===== src/rtl/string_assembler.sv =====
// Packs a valid/ready byte stream into a null-padded 64-bit string, first byte in [7:0],
// and holds each finished string with its byte count until downstream takes it.
module string_assembler #(
  parameter int unsigned IDLE_LIMIT = 16
) (
  input  logic        clk_i,
  input  logic        reset_n_i,
  input  logic [7:0]  in_byte_i,
  input  logic        in_valid_i,
  output logic        in_ready_o,
  output logic [63:0] string_o,
  output logic [3:0]  count_o,
  output logic        string_valid_o,
  input  logic        string_ready_i
);

  localparam int unsigned IW = (IDLE_LIMIT < 2) ? 1 : $clog2(IDLE_LIMIT + 1);
  localparam logic [IW-1:0] LIMIT_M1 = IW'((IDLE_LIMIT > 0) ? IDLE_LIMIT - 1 : 0);

  typedef enum logic {
    FILL = 1'b0,
    HOLD = 1'b1
  } state_t;

  state_t        state_q;
  logic [63:0]   string_q;
  logic [3:0]    count_q;
  logic [IW-1:0] idle_q;
  logic          accept_d;
  logic [5:0]    lane_lsb_d;

  assign accept_d   = in_valid_i && (state_q == FILL);
  assign lane_lsb_d = {count_q[2:0], 3'b000};

  always_ff @(posedge clk_i) begin
    if (!reset_n_i) begin
      state_q  <= FILL;
      string_q <= '0;
      count_q  <= '0;
      idle_q   <= '0;
    end else begin
      case (state_q)
        FILL: begin
          if (accept_d) begin
            idle_q <= '0;
            if (in_byte_i == 8'h00) begin
              state_q <= HOLD;
            end else begin
              string_q[lane_lsb_d +: 8] <= in_byte_i;
              count_q                   <= count_q + 4'd1;
              if (count_q == 4'd7) begin
                state_q <= HOLD;
              end
            end
          end else if ((IDLE_LIMIT != 0) && (count_q != 4'd0)) begin
            // An empty buffer never times out, so idling before the first byte is harmless.
            idle_q <= idle_q + 1'b1;
            if (idle_q == LIMIT_M1) begin
              state_q <= HOLD;
            end
          end
        end
        HOLD: begin
          if (string_ready_i) begin
            state_q  <= FILL;
            string_q <= '0;
            count_q  <= '0;
            idle_q   <= '0;
          end
        end
        default: state_q <= FILL;
      endcase
    end
  end

  assign in_ready_o     = (state_q == FILL);
  assign string_valid_o = (state_q == HOLD);
  assign string_o       = string_q;
  assign count_o        = count_q;

endmodule

===== config.mk =====
export PLATFORM = sky130hd
export DESIGN_NAME = string_assembler
export DESIGN_NICKNAME = d
export VERILOG_FILES = /design/src/rtl/string_assembler.sv
export SDC_FILE = /design/constraint.sdc
export NUM_CORES = 1
export LEC_CHECK = 0
export CAP_MARGIN = 20
export CORE_ASPECT_RATIO = 0.7
export CORE_UTILIZATION = 32
export CTS_CLUSTER_SIZE = 10
export DETAILED_ROUTE_END_ITERATION = 10
export GPL_ROUTABILITY_DRIVEN = 0
export GPL_TIMING_DRIVEN = 0
export MAX_ROUTING_LAYER = met4
export PLACE_DENSITY = 0.55
export SETUP_SLACK_MARGIN = 0.5
export SYNTH_ARGS = -nofsm -noshare
export SYNTH_HDL_FRONTEND = slang
export SYNTH_SLANG_ARGS = --single-unit

===== constraint.sdc =====
create_clock -name clk_i -period 4.06 [get_ports clk_i]
set_input_delay 0.812 -clock clk_i [delete_from_list [all_inputs] [get_ports clk_i]]
set_output_delay 0.812 -clock clk_i [all_outputs]
set_load 0.01 [all_outputs]

==> reports/qor.yml <==
die_w_um: 115.8
start_util_pct: 33.67
grt_overflow: 0
slew_headroom_pct: 62.28
regArea_mm2: 0.001481
busiest_layer: "met1"
r2r_slack_ns: 1.55
drt_iter0_markers: 124
grt_use_met3_pct: 4.945
synth_top_area_share_pct: 51.06
hp-class: "flop to flop"
antenna_found_initial: 0
power_density_mw_per_mm2: 425.1
power.internal_mw: 1.372
p_comb_share_pct: 9.3
grt_pass1_wl_um: 12730
clockRootBuffer: "clkbuf_16"
multiInputGateArea_mm2: 0.001363
firstDrtPassIters: 4
cp-start-kind: "flop"
p_leak_nw: 1.549
yosysTopAreaCell: "dfxtp_1"
fin_crit_ns: 2.594
grt_use_total_pct: 18.92
finalCritPeriodShare_pct: 63.89
setup_viol_count_final: 0
swShare_pct: 23.00
synth_seq_cells: 74
drv_slew: 0
hold_viol_final: 0
ant_nets: 0
drc: 0
status: "finished clean"
dr_total_vias: 2355
seq_power_share_pct: 42.0
worst_pin_slew_ns: 0.5647
fmax_ghz: 0.3855
coreArea_mm2: 0.008618
viasPerCell: 4.989
wl_per_cell_um: 17.01
cp.required_ns: 3.25
ctsResizeCount: 0
grt_max_degree: 13
cts_tree: "done"
cap_violations: 0
stdcell_area_mm2: 0.004193
worst-path-max-fanout: 10
syn_to_final_growth_pct: 44.50
nets: 365
synth_flop_cell: "dfxtp_1"
placed_cell_area_mm2: 0.003862
worst_r2r_endpoint: "string_o[6]"
synth-edff-count: 0
crit_path_start: "string_valid_o"
h-tree-depth: 3
ys_types: 42
clock_sinks: 74
drive_gt1_share_pct: 11.08
ios: 82
row_count: 28
dp_hpwl_um: 5836
n_antenna_cell: 0
fillers: 818
r2r-start: "count_o[0]"
rsz0062_at_grt: "false"
yosys_warnings: 0
crit_end: "in_ready_o"
ir_drop_mv: 0.1717
reg2regPathDepth: 7
crit_path_end_kind: "output pin"
die_h_um: 81.67
clk_pin_slew_ns: 0.06
finalSetupTns_ns: 0
die-area_mm2: 0.009458
grt_pass1_vias: 2256
fin_skew_ns: 0.007489
ys_async_sr_fraction_pct: 0
synthCells: 255
numCtsBuffers: 9
worstPathArrival_ns: 1.78
yosysSeqAreaShare_pct: 51.06
total_power_mw: 1.782
insertion_delay_ns: 0.33
cts_setup_buffers: 0
syn_avg_cell_area_um2: 11.38
synth_area_mm2: 0.002902
synth_area_leaders: "dfxtp_1 (51%), a22o_1 (16%), o2bb2ai_1 (3.0%)"
totalWireLength_um: 8027
cts_max_path_buffers: 2
crit_type: "flop to output pin"
p_sw_mw: 0.4100
gr-usage-met1_pct: 27.27
use_met2_pct: 25.12
synth.net_count: 273
port_buffers: 81
p_clk_share_pct: 48.7
hold_buffers: 0
-- sequential cells by signal, indices dropped and copies added, names as in the netlist --
| register | flops |
|---|---|
| string_o | 64 |
| idle_q | 5 |
| count_o | 4 |
| string_valid_o | 1 |
-- layout make-up --
type                       instances  area share, %
buffer                             6         0.6565
clock buffer                      12          6.118
clock inverter                     4          1.761
inverter                           8         0.7162
multi-input combinational        167          32.50
sequential                        74          35.33
tap                              120          3.581
timing repair buffer              81          19.34
-- power groups by stage --
stage	logic, mW	registers (mW)	clock network (mW)
final	0.165	0.748	0.869
after global routing	0.180	0.749	0.917
after CTS	0.165	0.748	0.883
after detailed placement	0.165	0.764	0
after global placement	0.163	0.764	0
after floorplan	0.0920	0.767	0
-- how the worst min path moves through the flow --
stage / start / end / cells after the start
final: string_o[58] / string_o[58] / 1
after global routing: string_o[63] / string_o[63] / 1
after CTS: string_o[58] / string_o[58] / 1
after detailed placement: string_o[58] / string_o[58] / 1
after global placement: string_o[1] / string_o[1] / 1
after floorplan: idle_q[4] / idle_q[4] / 1
-- per-stage QoR --
stage | cells | setup slack, ns | utilization (%) | hold WS, ns
4_1_cts | 472 | 1.451 | 48.65 | 0.4702
2_1_floorplan | 255 | 1.926 | - | 0.4492
5_1_grt | 472 | 1.291 | 48.65 | 0.4816
6_report | 472 | 1.466 | 48.65 | 0.4674
3_5_place_dp | 456 | 1.428 | 44.82 | 0.4530
3_3_place_gp | 456 | 1.411 | 44.82 | 0.4517
-- worst max-delay path, stage by stage (launching register included) --
cell and delay, ns:
dfxtp_1 0.32, buf_2 0.18, clkbuf_1 0.37, inv_1 0.07
clkdlybuf4s50_1 0.49
-- kinds of logic after synthesis --
group	synth area share, %
compound gates	26.74
mux	1.466
xor+xnor	0.6038
flops	51.06
buf+inv	1.983
simple gates	15.57
fa+ha+maj	2.587
-- placed cells by master, fill, tap and decap left out, types with 2 or more instances in the layout --
cell type | netlist | final
a21oi_2 | 5 | 5
a22o_1 | 53 | 53
clkbuf_1 | 4 | 5
nor4_4 | 2 | 2
mux2i_1 | 2 | 2
clkbuf_16 | 0 | 9
ha_1 | 6 | 6
nor2_1 | 9 | 9
dfxtp_1 | 74 | 74
a32o_1 | 3 | 3
bufinv_16 | 0 | 2
and2_1 | 6 | 6
o2bb2ai_1 | 10 | 10
a21oi_1 | 2 | 2
nand3_1 | 3 | 3
and3_1 | 4 | 4
nand2b_1 | 6 | 6
nand2_1 | 13 | 13
nor3b_1 | 3 | 3
nand2_2 | 2 | 2
a31oi_4 | 2 | 2
clkbuf_8 | 0 | 2
nor2b_1 | 11 | 11
xnor2_1 | 2 | 2
mux2_2 | 2 | 2
nor3_4 | 3 | 3
nor3_1 | 2 | 2
clkdlybuf4s50_1 | 0 | 81
inv_1 | 8 | 8
o31ai_1 | 2 | 2
-- synthesized netlist by cell type (3+ instances only) --
master / n
clkbuf_1: 4
a21oi_2: 5
nor3_4: 3
ha_1: 6
o2bb2ai_1: 10
nor2b_1: 11
a22o_1: 53
nand2_1: 13
nand2b_1: 6
and2_1: 6
dfxtp_1: 74
nor2_1: 9
nand3_1: 3
and3_1: 4
inv_1: 8
nor3b_1: 3
a32o_1: 3
-- layer usage --
layer / up-vias / routed length [um]
li1: 1160 / -
met1: 1114 / 4333
met2: 77 / 3217
met3: 4 / 438
met4: 0 / 38
met5: - / 0
No activity file was read; power rests on OpenSTA's default activity.
